$ cat config.mk
export PLATFORM = sky130hd
export DESIGN_NAME = multicycle_ctrl_flat
export DESIGN_NICKNAME = d
export VERILOG_FILES = /design/src/rtl/mc_ctrl_pkg.sv /design/src/rtl/multicycle_ctrl_if.sv /design/src/rtl/mc_alu_decoder.sv /design/src/rtl/multicycle_ctrl.sv /design/src/flat_wrapper.sv
export SDC_FILE = /design/constraint.sdc
export NUM_CORES = 1
export LEC_CHECK = 0
export BUFFER_PORTS_ARGS = -buffer_cell sky130_fd_sc_hd__buf_2
export CAP_MARGIN = 20
export CORE_MARGIN = 2
export CORE_UTILIZATION = 53
export CTS_BUF_LIST = sky130_fd_sc_hd__clkbuf_2
export CTS_CLUSTER_DIAMETER = 150
export CTS_CLUSTER_SIZE = 28
export DETAILED_ROUTE_END_ITERATION = 10
export GPL_TIMING_DRIVEN = 0
export MAX_ROUTING_LAYER = met4
export PLACE_DENSITY_LB_ADDON = 0.15
export SLEW_MARGIN = 20
export SYNTH_ARGS = -nofsm -noshare
export SYNTH_HDL_FRONTEND = slang
export SYNTH_SLANG_ARGS = --single-unit
export TNS_END_PERCENT = 50
$ cat constraint.sdc
create_clock -name clk -period 3 [get_ports clk]
set_input_delay 0.15 -clock clk [delete_from_list [all_inputs] [get_ports clk]]
set_output_delay 0.15 -clock clk [all_outputs]
set_load 0.01 [all_outputs]
$ cat src/rtl/mc_ctrl_pkg.sv
// Shared types and encodings for the multi-cycle RV32I control FSM.
// States, ALU ops, opcodes and datapath mux select encodings.
package mc_ctrl_pkg;

    typedef enum logic [3:0] {
        S_FETCH,
        S_DECODE,
        S_MEMADR,
        S_MEMREAD,
        S_MEMWB,
        S_MEMWRITE,
        S_EXEC_R,
        S_EXEC_I,
        S_ALUWB,
        S_LUI,
        S_BRANCH,
        S_JALR,
        S_JUMP,
        S_TRAP
    } mc_state_t;

    typedef enum logic [2:0] {
        ALU_ADD = 3'b000,
        ALU_SUB = 3'b001,
        ALU_AND = 3'b010,
        ALU_OR  = 3'b011,
        ALU_XOR = 3'b100,
        ALU_SLT = 3'b101,
        ALU_SLL = 3'b110,
        ALU_SRL = 3'b111
    } alu_op_t;

    typedef enum logic [1:0] {
        ALU_CLS_ADD,
        ALU_CLS_SUB,
        ALU_CLS_R,
        ALU_CLS_I
    } alu_cls_t;

    localparam logic [6:0] OP_LOAD   = 7'b0000011;
    localparam logic [6:0] OP_STORE  = 7'b0100011;
    localparam logic [6:0] OP_R      = 7'b0110011;
    localparam logic [6:0] OP_I      = 7'b0010011;
    localparam logic [6:0] OP_BRANCH = 7'b1100011;
    localparam logic [6:0] OP_JAL    = 7'b1101111;
    localparam logic [6:0] OP_JALR   = 7'b1100111;
    localparam logic [6:0] OP_LUI    = 7'b0110111;

    localparam logic [2:0] IMM_I = 3'b000;
    localparam logic [2:0] IMM_S = 3'b001;
    localparam logic [2:0] IMM_B = 3'b010;
    localparam logic [2:0] IMM_J = 3'b011;
    localparam logic [2:0] IMM_U = 3'b100;

    localparam logic [1:0] RES_ALUOUT = 2'b00;
    localparam logic [1:0] RES_DATA   = 2'b01;
    localparam logic [1:0] RES_ALURES = 2'b10;

    localparam logic [1:0] SRCA_PC    = 2'b00;
    localparam logic [1:0] SRCA_OLDPC = 2'b01;
    localparam logic [1:0] SRCA_RD1   = 2'b10;
    localparam logic [1:0] SRCA_ZERO  = 2'b11;

    localparam logic [1:0] SRCB_RD2  = 2'b00;
    localparam logic [1:0] SRCB_IMM  = 2'b01;
    localparam logic [1:0] SRCB_FOUR = 2'b10;

endpackage

$ cat src/rtl/multicycle_ctrl_if.sv
// Control bundle between the multi-cycle FSM (master) and datapath (slave).
interface multicycle_ctrl_if;

    logic       run;
    logic [6:0] opcode;
    logic [2:0] funct3;
    logic       func75;
    logic       Zero;
    logic       PCWrite;
    logic       AdrSrc;
    logic       IRWrite;
    logic       MemWrite;
    logic       RegWrite;
    logic [1:0] ResultSrc;
    logic [1:0] ALUSrcA;
    logic [1:0] ALUSrcB;
    logic [2:0] ALUControl;
    logic [2:0] ImmSrc;
    logic       Halted;

    modport master (
        input  run, opcode, funct3, func75, Zero,
        output PCWrite, AdrSrc, IRWrite, MemWrite, RegWrite,
        output ResultSrc, ALUSrcA, ALUSrcB, ALUControl, ImmSrc, Halted
    );

    modport slave (
        output run, opcode, funct3, func75, Zero,
        input  PCWrite, AdrSrc, IRWrite, MemWrite, RegWrite,
        input  ResultSrc, ALUSrcA, ALUSrcB, ALUControl, ImmSrc, Halted
    );

endinterface

$ cat src/rtl/mc_alu_decoder.sv
// ALU operation decode from state class and instruction fields.
module mc_alu_decoder
    import mc_ctrl_pkg::*;
(
    input  alu_cls_t   cls,
    input  logic [2:0] funct3,
    input  logic       func75,
    output alu_op_t    op,
    output logic       illegal
);

    always_comb begin
        op      = ALU_ADD;
        illegal = 1'b0;
        unique case (cls)
            ALU_CLS_ADD: op = ALU_ADD;
            ALU_CLS_SUB: op = ALU_SUB;
            default: begin
                case (funct3)
                    3'b000: op = (cls == ALU_CLS_R && func75) ? ALU_SUB : ALU_ADD;
                    3'b001: op = ALU_SLL;
                    3'b010: op = ALU_SLT;
                    3'b011: illegal = 1'b1;
                    3'b100: op = ALU_XOR;
                    3'b101: begin
                        op      = ALU_SRL;
                        illegal = func75;
                    end
                    3'b110: op = ALU_OR;
                    default: op = ALU_AND;
                endcase
                // R-type only defines func75=1 for sub (and sra, unsupported)
                if (cls == ALU_CLS_R && func75 && funct3 != 3'b000)
                    illegal = 1'b1;
            end
        endcase
    end

endmodule

$ cat src/rtl/multicycle_ctrl.sv
// Main control FSM of the multi-cycle RV32I core.
// Define MC_PERF_CNT_EN to add the cycle_cnt / instret_cnt counters.
module multicycle_ctrl
    import mc_ctrl_pkg::*;
#(
    parameter mc_state_t RESET_STATE = S_FETCH
) (
    input  logic clk,
    input  logic rst,
    multicycle_ctrl_if.master bus
`ifdef MC_PERF_CNT_EN
    ,
    output logic [31:0] cycle_cnt,
    output logic [31:0] instret_cnt
`endif
);

    mc_state_t state;
    mc_state_t nxt;
    logic      halted;
    alu_cls_t  cls;
    alu_op_t   alu_op;
    logic      alu_bad;
    logic      beqne;

    assign beqne = (bus.funct3[2:1] == 2'b00);

    mc_alu_decoder u_alu_dec (
        .cls     (cls),
        .funct3  (bus.funct3),
        .func75  (bus.func75),
        .op      (alu_op),
        .illegal (alu_bad)
    );

    always_comb begin
        nxt = state;
        unique case (state)
            S_FETCH:    if (bus.run) nxt = S_DECODE;
            S_DECODE: begin
                case (bus.opcode)
                    OP_LOAD, OP_STORE: nxt = S_MEMADR;
                    OP_R:              nxt = S_EXEC_R;
                    OP_I:              nxt = S_EXEC_I;
                    OP_BRANCH:         nxt = S_BRANCH;
                    OP_JAL:            nxt = S_JUMP;
                    OP_JALR:           nxt = S_JALR;
                    OP_LUI:            nxt = S_LUI;
                    default:           nxt = S_TRAP;
                endcase
            end
            S_MEMADR:   nxt = (bus.opcode == OP_LOAD) ? S_MEMREAD : S_MEMWRITE;
            S_MEMREAD:  nxt = S_MEMWB;
            S_MEMWB:    nxt = S_FETCH;
            S_MEMWRITE: nxt = S_FETCH;
            S_EXEC_R,
            S_EXEC_I:   nxt = alu_bad ? S_TRAP : S_ALUWB;
            S_LUI:      nxt = S_ALUWB;
            S_ALUWB:    nxt = S_FETCH;
            S_BRANCH:   nxt = beqne ? S_FETCH : S_TRAP;
            S_JALR:     nxt = S_JUMP;
            S_JUMP:     nxt = S_ALUWB;
            default:    nxt = S_TRAP;
        endcase
    end

    always_comb begin
        cls           = ALU_CLS_ADD;
        bus.PCWrite   = 1'b0;
        bus.AdrSrc    = 1'b0;
        bus.IRWrite   = 1'b0;
        bus.MemWrite  = 1'b0;
        bus.RegWrite  = 1'b0;
        bus.ResultSrc = RES_ALUOUT;
        bus.ALUSrcA   = SRCA_PC;
        bus.ALUSrcB   = SRCB_RD2;
        bus.ImmSrc    = IMM_I;
        unique case (state)
            S_FETCH: begin
                bus.IRWrite   = bus.run;
                bus.PCWrite   = bus.run;
                bus.ALUSrcB   = SRCB_FOUR;
                bus.ResultSrc = RES_ALURES;
            end
            S_DECODE: begin
                bus.ALUSrcA = SRCA_OLDPC;
                bus.ALUSrcB = SRCB_IMM;
                bus.ImmSrc  = (bus.opcode == OP_JAL) ? IMM_J : IMM_B;
            end
            S_MEMADR: begin
                bus.ALUSrcA = SRCA_RD1;
                bus.ALUSrcB = SRCB_IMM;
                bus.ImmSrc  = (bus.opcode == OP_LOAD) ? IMM_I : IMM_S;
            end
            S_MEMREAD:  bus.AdrSrc = 1'b1;
            S_MEMWB: begin
                bus.ResultSrc = RES_DATA;
                bus.RegWrite  = 1'b1;
            end
            S_MEMWRITE: begin
                bus.AdrSrc   = 1'b1;
                bus.MemWrite = 1'b1;
            end
            S_EXEC_R: begin
                bus.ALUSrcA = SRCA_RD1;
                cls         = ALU_CLS_R;
            end
            S_EXEC_I: begin
                bus.ALUSrcA = SRCA_RD1;
                bus.ALUSrcB = SRCB_IMM;
                cls         = ALU_CLS_I;
            end
            S_LUI: begin
                bus.ALUSrcA = SRCA_ZERO;
                bus.ALUSrcB = SRCB_IMM;
                bus.ImmSrc  = IMM_U;
            end
            S_ALUWB:    bus.RegWrite = 1'b1;
            S_BRANCH: begin
                bus.ALUSrcA = SRCA_RD1;
                cls         = ALU_CLS_SUB;
                bus.PCWrite = beqne & (bus.Zero ^ bus.funct3[0]);
            end
            S_JALR: begin
                bus.ALUSrcA = SRCA_RD1;
                bus.ALUSrcB = SRCB_IMM;
            end
            S_JUMP: begin
                bus.PCWrite = 1'b1;
                bus.ALUSrcA = SRCA_OLDPC;
                bus.ALUSrcB = SRCB_FOUR;
            end
            default: ;
        endcase
        bus.ALUControl = alu_op;
        bus.Halted     = halted;
    end

    always_ff @(posedge clk or posedge rst) begin
        if (rst) begin
            state  <= RESET_STATE;
            halted <= 1'b0;
        end else begin
            state <= nxt;
            if (nxt == S_TRAP)
                halted <= 1'b1;
        end
    end

`ifdef MC_PERF_CNT_EN
    always_ff @(posedge clk or posedge rst) begin
        if (rst) begin
            cycle_cnt   <= '0;
            instret_cnt <= '0;
        end else begin
            if (bus.run && !halted)
                cycle_cnt <= cycle_cnt + 32'd1;
            if (nxt == S_FETCH && state != S_FETCH)
                instret_cnt <= instret_cnt + 32'd1;
        end
    end
`endif

endmodule

$ cat src/flat_wrapper.sv
// flat-port wrapper written by rule: the top's interface ports become plain ports
module multicycle_ctrl_flat import mc_ctrl_pkg::*;
#(
    parameter mc_state_t RESET_STATE = S_FETCH
)
  (clk, rst, bus_run, bus_opcode, bus_funct3, bus_func75, bus_Zero, bus_PCWrite, bus_AdrSrc, bus_IRWrite, bus_MemWrite, bus_RegWrite, bus_ResultSrc, bus_ALUSrcA, bus_ALUSrcB, bus_ALUControl, bus_ImmSrc, bus_Halted);
  multicycle_ctrl_if bus_i ();
  input  logic clk;
  input  logic rst;
  input wire logic [$bits(bus_i.run)-1:0] bus_run;
  input wire logic [$bits(bus_i.opcode)-1:0] bus_opcode;
  input wire logic [$bits(bus_i.funct3)-1:0] bus_funct3;
  input wire logic [$bits(bus_i.func75)-1:0] bus_func75;
  input wire logic [$bits(bus_i.Zero)-1:0] bus_Zero;
  output wire logic [$bits(bus_i.PCWrite)-1:0] bus_PCWrite;
  output wire logic [$bits(bus_i.AdrSrc)-1:0] bus_AdrSrc;
  output wire logic [$bits(bus_i.IRWrite)-1:0] bus_IRWrite;
  output wire logic [$bits(bus_i.MemWrite)-1:0] bus_MemWrite;
  output wire logic [$bits(bus_i.RegWrite)-1:0] bus_RegWrite;
  output wire logic [$bits(bus_i.ResultSrc)-1:0] bus_ResultSrc;
  output wire logic [$bits(bus_i.ALUSrcA)-1:0] bus_ALUSrcA;
  output wire logic [$bits(bus_i.ALUSrcB)-1:0] bus_ALUSrcB;
  output wire logic [$bits(bus_i.ALUControl)-1:0] bus_ALUControl;
  output wire logic [$bits(bus_i.ImmSrc)-1:0] bus_ImmSrc;
  output wire logic [$bits(bus_i.Halted)-1:0] bus_Halted;
  assign bus_i.run = bus_run;
  assign bus_i.opcode = bus_opcode;
  assign bus_i.funct3 = bus_funct3;
  assign bus_i.func75 = bus_func75;
  assign bus_i.Zero = bus_Zero;
  assign bus_PCWrite = bus_i.PCWrite;
  assign bus_AdrSrc = bus_i.AdrSrc;
  assign bus_IRWrite = bus_i.IRWrite;
  assign bus_MemWrite = bus_i.MemWrite;
  assign bus_RegWrite = bus_i.RegWrite;
  assign bus_ResultSrc = bus_i.ResultSrc;
  assign bus_ALUSrcA = bus_i.ALUSrcA;
  assign bus_ALUSrcB = bus_i.ALUSrcB;
  assign bus_ALUControl = bus_i.ALUControl;
  assign bus_ImmSrc = bus_i.ImmSrc;
  assign bus_Halted = bus_i.Halted;
  multicycle_ctrl #(.RESET_STATE(RESET_STATE)) u_core (.clk(clk), .rst(rst), .bus(bus_i));
endmodule
# Word-level counts from Yosys, hierarchy flattened
# Index checks and enable logic that the tools add are counted.
# W data, S select, Z words.
dict set report totals {
  elab_cells 75
  inputBits 15
  ff_bits 5
  output_inout_bits 18
}
dict set report op_classes {
  n_eq_ne 29
  reduce_logical 18
  n_mux 24
  bitwise_logic 2
}
# operator count
set ops {}
lappend ops {{$pmux W4 S9} 1}
lappend ops {{$pmux W4 S7} 1}
lappend ops {{$eq A4 B4 Y1 const B} 6}
lappend ops {{$eq A7 B6 Y1 const B} 3}
lappend ops {{$eq A7 B7 Y1 const B} 3}
lappend ops {{$pmux W3 S7} 1}
lappend ops {{$eq A4 B3 Y1 const B} 4}
lappend ops {{$reduce_or A2 Y1} 8}
lappend ops {{$pmux W2 S3} 2}
lappend ops {{$reduce_or A5 Y1} 2}
lappend ops {{$eq A3 B3 Y1 const B} 3}
lappend ops {{$mux W1} 9}
lappend ops {{$pmux W3 S3} 1}
lappend ops {{$eq A4 B2 Y1 const B} 2}
lappend ops {{$mux W4} 2}
lappend ops {{$pmux W2 S2} 2}
lappend ops {{$eq A7 B2 Y1 const B} 1}
lappend ops {{$eq A7 B5 Y1 const B} 1}
lappend ops {{$eq A3 B2 Y1 const B} 2}
lappend ops {{$mux W3} 2}
lappend ops {{$pmux W3 S2} 1}
lappend ops {{$eq A4 B1 Y1 const B} 1}
lappend ops {{$logic_not A2 Y1} 2}
lappend ops {{$logic_not A4 Y1} 1}
lappend ops {{11 further kinds} 12}

# Depth between registers and ports, before layout
# Gate-level depths: netlist of run 1.
dict set report logic_depth {
  word_depth 10
  ltp_mapped 8
  depth_no_buf 7
}

# Hierarchy
# A second synthesis of run 1 with hierarchy kept.
dict set report hier_totals {
  cells_unflattened 111
  area_unflattened_um2 782.0
}
# module instances cells_per_inst area_per_inst_um2
set modules_own_cells {}
lappend modules_own_cells {multicycle_ctrl 1 94 671.9}
lappend modules_own_cells {mc_alu_decoder 1 17 110.1}

# Worst setup path before layout of run 1
# Ideal clock, no wire load.
dict set report synth_timing {
  path_kind {flip-flop to flip-flop}
  from {reg u_core.state[0]}
  to {reg u_core.halted (netlist: u_core.bus.Halted)}
  path_buffers 0
  setup_ps 65
  stages_incl_launch_ff 6
  required_time_ps 2935
  slack_ps 1394
  arrival_ps 1541
  path_cell_list {dfrtp_1 > and2b_2 > a32oi_1 > or4_4 > nand4bb_4 > a31o_1}
}
dict set report synth_between {
  elab_chain_cells 10
}
# item line
set synth_rtl {}
lappend synth_rtl {{from (decl)} multicycle_ctrl.sv:18} ;# mc_state_t state;
lappend synth_rtl {{from (signal assigned)} multicycle_ctrl.sv:144} ;# state <= nxt;
lappend synth_rtl {{$eq A4 B4 Y1 / $eq A4 B3 Y1 (equally long branches)} {multicycle_ctrl.sv:38, multicycle_ctrl.sv:78}}
lappend synth_rtl {{$pmux W2 S3} multicycle_ctrl.sv:78} ;# unique case (state)
lappend synth_rtl {{$eq A2 B2 Y1} mc_alu_decoder.sv:33} ;# if (cls == ALU_CLS_R && func75 && funct3 != 3'b000)
lappend synth_rtl {{$logic_and A1 B1 Y1 (2 in a row)} mc_alu_decoder.sv:33}
lappend synth_rtl {{$mux W1} mc_alu_decoder.sv:33}
lappend synth_rtl {{$mux W1} mc_alu_decoder.sv:15} ;# unique case (cls)
lappend synth_rtl {{$mux W3} multicycle_ctrl.sv:57} ;# S_EXEC_I: nxt = alu_bad ? S_TRAP : S_ALUWB;
lappend synth_rtl {{$pmux W4 S9 *} multicycle_ctrl.sv:38} ;# unique case (state)
lappend synth_rtl {{named net u_core.nxt[2]} multicycle_ctrl.sv:19} ;# mc_state_t nxt;
lappend synth_rtl {{$eq A4 B4 Y1 *} multicycle_ctrl.sv:145} ;# if (nxt == S_TRAP)
lappend synth_rtl {{to (signal assigned)} multicycle_ctrl.sv:142} ;# halted <= 1'b0;
lappend synth_rtl {{to (signal assigned)} multicycle_ctrl.sv:146} ;# halted <= 1'b1;
lappend synth_rtl {{to (decl)} multicycle_ctrl.sv:20} ;# logic halted;
# Mark *: on every way through the listed nets, which the timed path passes. The rest lies on a longest branch.
# A chain may end at the register's enable or synchronous reset.

# Worst setup path in the final report of run 1
dict set report layout_timing {
  from {reg u_core.state[3]}
  to {out bus_ImmSrc[0]}
}
dict set report layout_between {
  elab_chain_cells 2
}
# item line
set layout_rtl {}
lappend layout_rtl {{$eq A4 B4 Y1 (tied with other cells)} multicycle_ctrl.sv:78}
lappend layout_rtl {{$pmux W3 S3 *} multicycle_ctrl.sv:78}
lappend layout_rtl {{to (decl)} flat_wrapper.sv:24} ;# output wire logic [$bits(bus_i.ImmSrc)-1:0] bus_ImmSrc;
# Mark *: on every way between the ends. The rest lies on a longest branch, timed or not.

==> results of run 1 <==
-- critical path, delay by kind of cell (launching register included) --
kind                   cells  cell delay (ns)
AND/OR/NAND/NOR            3             0.53
AO/OA/AOI/OAI              1             0.16
buffers and inverters      3             0.44
flip-flops                 1             0.38
-- where the power goes --
group          internal, mW  total, mW  switching, mW
logic                 0.247      0.562          0.315
clock network        0.0353     0.0620         0.0267
registers            0.0949      0.112         0.0171
total                 0.377      0.736          0.359
-- metal layers --
layer	vias to the layer above	global-route usage (%)
li1	465	-
met1	397	31.3
met2	21	36.1
met3	0	1.28
met4	0	4.24
met5	-	-
-- cell usage after synthesis, drive strengths merged (2+ instances only) --
master	number
and2b	2
nor2	12
nor3	4
nand4	2
o211ai	2
nand3	3
and2	2
o22ai	2
o21a	3
dfrtp	5
buf	4
nand2b	4
xor2	3
o21ai	7
nand3b	2
or2	3
inv	4
or3	2
o221ai	2
nor2b	4
clkbuf	5
a21oi	9
nand2	8
-- sequential cells by signal, summed over array words and instances, names as in the netlist --
| signal | flops |
|---|---|
| u_core.state | 4 |
| u_core.bus.Halted | 1 |
-- what timing repair did --
item	in CTS	in global routing
setup endpoints to repair	0	0
hold buffers	1	0
hold endpoints to repair	5	0
setup buffers	0	0
resized for setup	0	0
-- how the worst max path moves through the flow --
stage | start | end | slack (ns)
after floorplan | u_core.state[0] | u_core.bus.Halted | 1.39
after global placement | u_core.state[0] | u_core.bus.Halted | 1.29
after detailed placement | u_core.state[0] | u_core.bus.Halted | 1.28
after CTS | u_core.state[3] | bus_ImmSrc[0] | 1.16
after global routing | u_core.state[3] | bus_ImmSrc[0] | 1.02
final | u_core.state[3] | bus_ImmSrc[0] | 1.13
-- metrics by stage --
step                      std cells  util [%]
final                           159      68.5
after global routing            159      68.5
after CTS                       159      68.5
after detailed placement        154      66.4
after global placement          154      66.4
after floorplan                 109         -
-- logic make-up after synthesis --
| group | Yosys count | share of synthesized area [%] |
|---|---|---|
| multiplexers | 1 | 1.23 |
| XOR/XNOR | 3 | 3.24 |
| flip-flops | 5 | 15.4 |
| buffers and inverters | 13 | 9.40 |
| AND/OR/NAND/NOR | 53 | 39.1 |
| AO/OA/AOI/OAI | 34 | 31.6 |
-- cell type report --
cell class / count / area share (%)
clock buffer: 4 / 1.99
multi-input combinational: 91 / 60.6
inverter: 4 / 1.49
timing repair buffer: 30 / 15.4
tap: 16 / 1.99
buffer: 9 / 6.09
sequential: 5 / 12.4
==> metrics.md, run 1 <==
| Metric | Value |
|---|---|
| Antenna viol nets, final | `0` |
| Layout net count | `159` |
| Setup crit start kind | `register` |
| CTS sink count | `5` |
| Reg-to-Reg Start | `u_core.state[0]` |
| Count of pins over their slew limit | `0` |
| Synth area leaders | `dfrtp_1 15%, a21oi_1 5.5%, nor2_1 5.5%, o21ai_0 4.3%, nand4bb_4 3.4%` |
| Diode count | `0` |
| Seq. cell area | `125 um^2` |
| Final instance area | `0.00101 mm^2` |
| Hold endpoint | `u_core.state[1]` |
| Worst-path clk slew | `about 0.07 ns` |
| Measured slew at the worst slew-check pin | `~0.36 ns` |
| RSZ-0062 raised after global routing | `false` |
| Fin Hold WS | `~0.28 ns` |
| DR iter-0 viols | `15` |
| Async SR Flop Fraction | `100%` |
| Flops & latches, synth | `5` |
| Crit share post-route | `between 60 and 70%` |
| Syn Std Cell Area | `812 um^2` |
| CTS Root Cell | `clkbuf_2` |
| DR DRC count | `0` |
| Sequential area share after synthesis | `approximately 15%` |
| Clock Skew | `~0.011 ns` |
| Skew-Pair Late Insertion Delay | `roughly 0.21 ns` |
| Post-synth top area cell | `dfrtp_1` |
| Hold depth | `4` |
| TritonRoute pass-1 iters | `4` |
| I/O Buffers | `29` |
| Area added between synthesis and finish | `24.0%` |
| CTS Buffer Depth | `2` |
| Worst VDD drop | `between 0.4 and 0.5 mV` |
| Crit path max fanout | `10` |
| Fmax | `536 MHz` |
| # fillers | `145` |
| Data required time of the critical path | `2.85 ns` |
| Metal2 WL | `between 800 and 900 um` |
| Core area | `around 0.0015 mm^2` |
| Vias in the first global route | `roughly 760` |
| Routed wl met3 | `73 um` |
| Post-synth EDFFs | `0` |
| Crit path cell chain | `buf_4, nor2_1, nand2_1, inv_1, nand3_1, o21ai_0, buf_2` |
| Crit path max-delay cell type | `dfrtp_1` |
| Final TNS setup | `0 ns` |
| Largest net degree at the start of global routing | `11` |
| Initial core utilization | `55.2%` |
| Minimum clock period after layout | `between 1.5 and 2 ns` |
| Outcome | `completed` |
| Die Y | `between 40 and 50 um` |
| Top FF cell, synth | `dfrtp_1` |
| Max-cap violations | `0` |
| Number of vias per cell | `roughly 5.6` |
| Cells after Synth | `between 100 and 150` |
| GR Overflow Total | `0` |
| Post-Route WL | `1.91 mm` |
| Worst Path Arrival | `between 1.5 and 2 ns` |
| Top sig layer | `met3` |
| Hold/Removal Path Class | `in -> reg` |
| HPWL Detailed | `1.52 mm` |
| Commonest non-fill, non-tap cell in the layout | `buf_2` |
| Pre-CTS setup slack | `1.28 ns` |
| Hold Crit Start | `bus_opcode[3]` |
| Post-Route M1 WL | `roughly 940 um` |
| Most frequent cells in the layout | `30 x buf_2, 12 x nor2_1, 9 x a21oi_1` |
| First-pass GRT wire length | `~3.2 mm` |
| Crit-path max cell delay | `approximately 0.38 ns` |
| Clock buffer count from CTS | `3` |
| Total chip power | `0.736 mW` |
| Multi-input gate area | `around 610 um^2` |
| Placed standard-cell area | `977 um^2` |
| Final Hold Violating Endpoints | `0` |
| TritonCTS clock tree | `yes` |
| Fraction of layout cells with a size suffix above 1 | `between 30% and 40%` |
| Site Rows | `14` |
| Worst r2r dst | `u_core.bus.Halted` |
| Top cell type's share of synthesized area | `15.4%` |
| R2R Setup Slk | `approximately 1.3 ns` |
| Cell Pwr Density | `between 700 and 800 mW/mm^2` |
| Die width | `between 40 and 50 um` |
| Worst Slack Setup Final | `1.13 ns` |
| Io pins | `33` |
| DR vias | `between 800 and 900` |
| Final setup viols | `0` |
| Syn Nets | `between 100 and 150` |
| Yosys warns | `0` |
| Total die area | `roughly 0.0019 mm^2` |
| Post-synth cell types | `between 40 and 50` |
| WS Path Type | `reg -> out` |
| Static leakage | `approximately 0.47 nW` |
| H-tree Lvls | `1` |
| Routability cong. | `0.898` |
| Max transition margin | `about three quarters` |
| Syn avg cell area | `roughly 7.4 um^2` |
| WL/cell | `12.0 um` |
| Worst setup EP type | `output port` |
| Reg2Reg Depth | `5` |
| Initial antenna violation count | `0` |
| Overall Global Routing Usage | `about 22%` |
No activity file was read; power rests on OpenSTA's default activity.
==> inputs of run 2 (changes only) <==
--- a/config.mk
+++ b/config.mk
@@ -5,10 +5,11 @@
 export SDC_FILE = /design/constraint.sdc
 export NUM_CORES = 1
 export LEC_CHECK = 0
+export ABC_AREA = 1
 export BUFFER_PORTS_ARGS = -buffer_cell sky130_fd_sc_hd__buf_2
 export CAP_MARGIN = 20
 export CORE_MARGIN = 2
-export CORE_UTILIZATION = 53
+export CORE_UTILIZATION = 47
 export CTS_BUF_LIST = sky130_fd_sc_hd__clkbuf_2
 export CTS_CLUSTER_DIAMETER = 150
 export CTS_CLUSTER_SIZE = 28
==> constraint.sdc (replaced) <==
create_clock -name clk -period 1.8 [get_ports clk]
set_input_delay 0.09 -clock clk [delete_from_list [all_inputs] [get_ports clk]]
set_output_delay 0.09 -clock clk [all_outputs]
set_load 0.01 [all_outputs]
==> run 2 against run 1 <==
- combinational power shrank 90%
- design area shrank 11%
- worst hold slack lost 0.026 ns
- register-to-register slack lost 0.96 ns
- area after synthesis shrank 16%
- critical path depth shrank 1
- highest routed layer is now met4
==> metrics.md, run 2 <==
| Metric | Value |
|---|---|
| Outcome | `completed` |
| CTS Root Cell | `clkbuf_2` |
| Die Y | `42.0 um` |
| Flops & latches, synth | `5` |
| Skew-Pair Late Insertion Delay | `between 0.2 and 0.25 ns` |
| WS Path Type | `reg -> out` |
| Worst setup EP type | `output port` |
| DR vias | `slightly above 900` |
| Final Hold Violating Endpoints | `0` |
| Static leakage | `0.521 nW` |
| Minimum clock period after layout | `1.63 ns` |
| Compound-Gate Fraction of Synth Area | `14.2%` |
| Worst-path clk slew | `0.06 ns` |
| Initial antenna violation count | `0` |
| Post-synth cell types | `23` |
| Post-synth EDFFs | `0` |
| Top cell type's share of synthesized area | `approximately 20%` |
| Count of pins over their slew limit | `0` |
| CTS Buffer Depth | `2` |
| CTS sink count | `5` |
| Most frequent CP cell | `inv_1` |
| TritonCTS clock tree | `yes` |
| Routability cong. | `0.860` |
| Simple-Gate Fraction of Synth Area | `approximately 52%` |
| Measured slew at the worst slew-check pin | `between 0.3 and 0.4 ns` |
| Number of vias per cell | `between 5 and 6` |
| Crit-path max cell delay | `~0.44 ns` |
| Max transition margin | `around 79%` |
| Crit path cell chain | `nor2_4, inv_1, nor3_1, inv_1, o311ai_1, buf_2` |
| Reg-to-Reg Start | `u_core.state[3]` |
| Fraction of layout cells with a size suffix above 1 | `a little over a quarter` |
| Max FFs per register | `4` |
| Async SR Flop Fraction | `100%` |
| Diode count | `0` |
| Post-synth top area cell | `nand2_1` |
| Synth Area in XOR/XNOR | `roughly 1.3%` |
| Crit share post-route | `between 90 and 100%` |
| Reg with most FFs | `u_core.state` |
| Crit path max-delay cell type | `dfrtp_1` |
| Layout net count | `between 150 and 200` |
| Max-cap violations | `0` |
| Crit path max fanout | `6` |
| Cell Pwr Density | `314 mW/mm^2` |
| Die width | `42.0 um` |
| Total die area | `between 0.0015 and 0.002 mm^2` |
| Commonest non-fill, non-tap cell in the layout | `nand2_1` |
| DR DRC count | `0` |
| Setup crit start kind | `register` |
| Synth cell count leaders | `36 x nand2_1, 22 x inv_1, 21 x nor2_1` |
| Final setup viols | `0` |
| Syn Std Cell Area | `about 680 um^2` |
| Syn Nets | `142` |
| Largest family of logic cells by synthesized area | `simple AND/OR/NAND/NOR gates` |
| Delay-heaviest family, CP | `flip-flops` |
| Fin Hold WS | `between 0.2 and 0.3 ns` |
| Clock buffer count from CTS | `3` |
| Data required time of the critical path | `1.71 ns` |
| Area added between synthesis and finish | `31.9%` |
| DR iter-0 viols | `17` |
| First-pass GRT wire length | `just over 3 mm` |
| Io pins | `33` |
| Syn avg cell area | `roughly 5.3 um^2` |
| Final instance area | `895 um^2` |
| Yosys warns | `0` |
| TritonRoute pass-1 iters | `4` |
| Top FF cell, synth | `dfrtp_1` |
| RSZ-0062 raised after global routing | `true` |
| WL/cell | `9.70 um` |
| Post-Route WL | `roughly 1.7 mm` |
| Crit path from | `u_core.state[2]` |
| Site Rows | `13` |
| Fmax | `about 610 MHz` |
| Clock Skew | `~0.0014 ns` |
| HPWL Detailed | `1.47 mm` |
| Mux cell area share after synthesis | `0%` |
| Total chip power | `between 0.2 and 0.3 mW` |
| Vias in the first global route | `around 830` |
| Placed standard-cell area | `857 um^2` |
| Worst Path Buf+Inv | `3` |
| GR Overflow Total | `0` |
| Most frequent cells in the layout | `36 x nand2_1, 32 x buf_2, 22 x inv_1` |
| Sequential area share after synthesis | `between 10% and 20%` |
| Core area | `roughly 0.0013 mm^2` |
| Hold Crit Start | `bus_run` |
| Largest net degree at the start of global routing | `8` |
| Initial core utilization | `51.5%` |
| Worst VDD drop | `roughly 0.33 mV` |
| I/O Buffers | `32` |
| H-tree Lvls | `1` |
| Overall Global Routing Usage | `roughly 22%` |
| Worst Path Arrival | `~1.5 ns` |
| Synth area leaders | `nand2_1 20%, dfrtp_1 18%, inv_1 12%, nor2_1 12%, nand3_1 9.6%` |
| Cells after Synth | `around 130` |
| Antenna viol nets, final | `0` |
| Hold/Removal Path Class | `in -> reg` |
| Most common cell in the netlist | `nand2_1` |
| Synth Area in Adders | `0%` |
==> run 2: changes by cell type in the layout (fill, tap and decap cells not counted), moves of 3 or more <==
cell	before	now
a21oi_1	9	2
clkbuf_1	3	0
inv_1	4	22
inv_2	0	4
nand2_1	7	36
nand2b_1	4	0
nand3_1	3	13
nor2_1	12	20
nor2b_1	4	0
o21ai_0	7	2
or2_2	3	0
xor2_1	3	0
==> run 2: final cells by class <==
type / instances / area [um^2]
Sequential cell: 5 / 125
Clock buffer: 4 / 20.0
Multi-Input combinational cell: 96 / 463
Tap cell: 15 / 18.8
Timing Repair Buffer: 33 / 170
Inverter: 26 / 97.6
Fill cell: 130 / 423
==> run 2: cell families after synthesis <==
family | after synthesis
flops | 5
simple gates | 81
xor+xnor | 1
buf+inv | 26
compound gates | 14
==> run 2: report_power, final <==
part	switching [mW]	internal [mW]	total, mW
clock network	0.0525	0.0589	0.111
registers	0	0.112	0.112
logic	0.0336	0.0233	0.0569
==> run 2: final timing paths <==
check | slack [ns] | end | cells after the start
worst max-delay path | 0.17 | bus_PCWrite | 6
worst min-delay path | 0.26 | u_core.state[0] | 5
worst max register to register | 0.31 | u_core.bus.Halted | 11
worst min register to register | 0.47 | u_core.bus.Halted | 2
max in group asynchronous | 1.35 | u_core.state[0] | 3
min in group asynchronous | 0.29 | u_core.bus.Halted | 3
==> run 2: per-layer routing <==
layer  routed length (um)  GRT usage [%]  up-vias
met5                    0              -        -
met4                   16           7.74        0
met3                  112           3.88        2
met2                  839           39.4       29
met1                  769           25.7      389
li1                     -              -      486
==> run 2: timing repair <==
action / 4_1_cts / 5_1_grt
hold buffers: 1 / 0
endpoints found under the setup margin: 0 / 2
gates resized for setup: 0 / 2
setup buffers: 0 / 0
hold endpoints to repair: 5 / 0
==> run 2: stage by stage <==
| stage | setup TNS, ns | cells | util, % | worst slack [ns] |
|---|---|---|---|---|
| 2_1_floorplan | 0 | 127 | - | 0.493 |
| 3_3_place_gp | 0 | 174 | 65.1 | 0.397 |
| 3_5_place_dp | 0 | 174 | 65.1 | 0.393 |
| 4_1_cts | 0 | 179 | 67.3 | 0.157 |
| 5_1_grt | -0.00540 | 179 | 67.9 | -0.00463 |
| 6_report | 0 | 179 | 67.9 | 0.171 |
==> run 2: worst min-delay path: stages <==
cell	delay (ns)
buf_2	0.09
o211ai_1	0.08
nand3_1	0.07
a21oi_1	0.04
nand2_1	0.07
==> inputs of run 3 (changes only) <==
--- a/config.mk
+++ b/config.mk
@@ -9,7 +9,7 @@
 export BUFFER_PORTS_ARGS = -buffer_cell sky130_fd_sc_hd__buf_2
 export CAP_MARGIN = 20
 export CORE_MARGIN = 2
-export CORE_UTILIZATION = 47
+export CORE_UTILIZATION = 48
 export CTS_BUF_LIST = sky130_fd_sc_hd__clkbuf_2
 export CTS_CLUSTER_DIAMETER = 150
 export CTS_CLUSTER_SIZE = 28
@@ -20,5 +20,6 @@
 export SLEW_MARGIN = 20
 export SYNTH_ARGS = -nofsm -noshare
 export SYNTH_HDL_FRONTEND = slang
+export SYNTH_HIERARCHICAL = 1
 export SYNTH_SLANG_ARGS = --single-unit
 export TNS_END_PERCENT = 50
==> run 3 against run 2 <==
- total power decreased by 3.9%
- largest power group unchanged
- sequential cell count is the same
- largest cell class unchanged
- critical path depth is 9 higher
- die area grew 4.0%
- critical path type is now reg -> reg
- first-iteration DRC count is 59% higher
- worst hold slack better by 0.016 ns
- non-clock buffer count up 4
- design area rose by 12%
==> metrics.md, run 3 <==
| Metric | Value |
|---|---|
| Io pins | `33` |
| Most frequent cells in the layout | `48 x nand2_1, 32 x buf_2, 23 x inv_1` |
| Total die area | `~0.0018 mm^2` |
| Worst VDD drop | `roughly 0.43 mV` |
| Clock Skew | `roughly 0.0062 ns` |
| Crit share post-route | `between 90 and 100%` |
| Post-synth cell types | `16` |
| First-pass GRT wire length | `between 3 and 4 mm` |
| Synth area leaders | `nand2_1 25%, dfrtp_1 17%, nor2_1 12%, inv_1 12%, a21oi_1 6.9%` |
| Worst Path Arrival | `1.89 ns` |
| Placed standard-cell area | `903 um^2` |
| Die Y | `around 43 um` |
| Post-synth EDFFs | `0` |
| Measured slew at the worst slew-check pin | `around 0.29 ns` |
| Synth Area in Adders | `0%` |
| Count of pins over their slew limit | `0` |
| Top cell type's share of synthesized area | `between 20% and 30%` |
| Reg with most FFs | `u_core/state` |
| Fraction of layout cells with a size suffix above 1 | `31.5%` |
| Die width | `around 43 um` |
| Initial antenna violation count | `0` |
| Core area | `roughly 0.0015 mm^2` |
| Sequential area share after synthesis | `between 10% and 20%` |
| DR DRC count | `0` |
| Hold endpoint | `u_core/state[1]` |
| Vias in the first global route | `slightly below 800` |
| Crit path cell chain | `inv_2, nand2_4, nor2_4, nand2_2, nor2_2, nand2_1, a21oi_2, nand2_1, nand2_1, nor2_1, nand2_1, nor2_2, a21oi_2, nand2_1, nand2_1` |
| Outcome | `completed` |
| Post-Route WL | `between 1.5 and 2 mm` |
| CTS sink count | `5` |
| DR iter-0 viols | `27` |
| Site Rows | `14` |
| Worst Slack Setup Final | `0.0695 ns` |
| Seq. cell area | `129 um^2` |
| Static leakage | `between 0.6 and 0.7 nW` |
| Top FF cell, synth | `dfrtp_1` |
| Minimum clock period after layout | `between 1.5 and 2 ns` |
| Max FFs per register | `4` |
| Area added between synthesis and finish | `39.1%` |
| Multi-input gate area | `between 500 and 600 um^2` |
| DR vias | `approximately 990` |
| Syn Nets | `158` |
| Setup crit start kind | `register` |
| Yosys warns | `6` |
| Syn avg cell area | `just over 5 um^2` |
| Diode count | `0` |
| Hold Crit Start | `bus_opcode[5]` |
| TritonCTS clock tree | `yes` |
| Max-cap violations | `0` |
| Crit path max-delay cell type | `dfrtp_1` |
| Reg-to-Reg Start | `u_core/state[3]` |
| Overall Global Routing Usage | `21.2%` |
| Largest family of logic cells by synthesized area | `simple AND/OR/NAND/NOR gates` |
| Number of vias per cell | `~5` |
| Routability cong. | `between 0.9 and 1` |
| Synth cell count leaders | `49 x nand2_1, 24 x nor2_1, 23 x inv_1` |
| TritonRoute pass-1 iters | `4` |
| Layout net count | `200` |
| Data required time of the critical path | `roughly 2.0 ns` |
| Reg2Reg Depth | `15` |
| Cell Pwr Density | `268 mW/mm^2` |
| H-tree Lvls | `1` |
| WS Path Type | `reg -> reg` |
| WL/cell | `about 9.6 um` |
| Crit-path max cell delay | `0.40 ns` |
| Largest net degree at the start of global routing | `8` |
| Cells after Synth | `143` |
| Simple-Gate Fraction of Synth Area | `56.9%` |
| Pre-CTS setup slack | `-0.0560 ns` |
| CTS Buffer Depth | `2` |
| Hold depth | `4` |
| Synth Area in XOR/XNOR | `0%` |
| Hold/Removal Path Class | `in -> reg` |
| Max transition margin | `between 80% and 90%` |
| Most common cell in the netlist | `nand2_1` |
| Worst r2r dst | `u_core/bus.Halted` |
| HPWL Detailed | `around 1.5 mm` |
| Crit path from | `u_core/state[3]` |
| Syn Std Cell Area | `a little over 700 um^2` |
| Post-synth top area cell | `nand2_1` |
| Skew-Pair Late Insertion Delay | `roughly 0.22 ns` |
| Crit path max fanout | `5` |
| I/O Buffers | `32` |
| GR Overflow Total | `0` |
| CTS Root Cell | `clkbuf_2` |
| Compound-Gate Fraction of Synth Area | `approximately an eighth` |
| Final Hold Violating Endpoints | `0` |
| Fmax | `about 580 MHz` |
| Final instance area | `about 0.001 mm^2` |
| Clock buffer count from CTS | `3` |
| R2R Setup Slk | `between 0.06 and 0.07 ns` |
| RSZ-0062 raised after global routing | `true` |
| Flops & latches, synth | `5` |
| Antenna viol nets, final | `0` |
| Initial core utilization | `between 40% and 50%` |
| Commonest non-fill, non-tap cell in the layout | `nand2_1` |
| Worst setup EP type | `register` |
| Most frequent CP cell | `nand2_1` |
| Final setup viols | `0` |
| Async SR Flop Fraction | `100%` |
| Worst-path clk slew | `0.06 ns` |
| Mux cell area share after synthesis | `0%` |
| # fillers | `between 100 and 150` |
==> run 3: cell types whose count changed in the layout (fill, tap and decap cells not counted), sizes merged, moves of 2 or more <==
| cell | previous run | this run |
|---|---|---|
| a21oi | 2 | 11 |
| nor2 | 23 | 30 |
| a31oi | 2 | 0 |
| nor3 | 6 | 4 |
| nand2 | 37 | 50 |
| buf | 32 | 36 |
| o211ai | 2 | 0 |
| nand3 | 13 | 9 |
==> run 3: worst max path at each step <==
| stage | end | slack, ns | cells past startpoint |
|---|---|---|---|
| floorplan | u_core/bus.Halted | 0.20 | 15 |
| global placement | u_core/bus.Halted | 0.009 | 14 |
| detailed placement | u_core/bus.Halted | -0.06 | 14 |
| CTS | u_core/bus.Halted | 0.01 | 14 |
| global route | u_core/bus.Halted | -0.07 | 15 |
| finish | u_core/bus.Halted | 0.07 | 15 |
==> run 3: layout make-up <==
class	instances	area share (%)
multi-input combinational	112	52.4
timing repair buffer	37	21.1
sequential	5	12.8
inverter	26	9.70
clock buffer	4	1.99
tap	16	1.99
==> run 3: layer usage <==
| layer | vias to the layer above | wire (um) | GRT usage (%) |
|---|---|---|---|
| met1 | 430 | 889 | 26.4 |
| met4 | 0 | 14 | 5.63 |
| met3 | 2 | 121 | 2.98 |
| li1 | 526 | - | - |
| met2 | 31 | 903 | 35.8 |
| met5 | - | 0 | - |
==> run 3: logic make-up after synthesis <==
kind of cell,Yosys count
buffers and inverters,26
and+or+nand+nor,96
DFF,5
AOI/OAI and AO/OA,16
==> run 3: stage by stage <==
stage | utilization [%] | setup TNS [ns] | std cells | power (mW) | hold WS (ns)
floorplan | - | 0 | 143 | 0.139 | -0.131
global placement | 62.1 | 0 | 191 | 0.164 | -0.0119
detailed placement | 62.1 | -0.0560 | 191 | 0.166 | -0.00504
CTS | 64.6 | 0 | 196 | 0.273 | 0.238
global route | 69.2 | -0.0718 | 200 | 0.297 | 0.305
finish | 69.2 | 0 | 200 | 0.270 | 0.273
==> run 3: repair_timing <==
item,4_1_cts,5_1_grt
buffers inserted,0,4
hold endpoints to repair,5,0
hold buffers,1,0
pin swaps,0,9
gates resized for setup,2,8
endpoints found under the setup margin,1,2
==> run 3: power breakdown <==
group | switching (mW) | internal [mW] | leakage, nW
clock | 0.0450 | 0.0588 | 0.0166
combinational | 0.0320 | 0.0213 | 0.547
sequential | 0 | 0.112 | 0.0467
total | 0.0770 | 0.193 | 0.610
==> run 3: critical path, delay by kind of cell (launching register included) <==
kind                   cells  cell delay, ns
buffers and inverters      1            0.12
and+or+nand+nor           12            0.92
DFF                        1            0.40
AOI/OAI and AO/OA          2            0.23
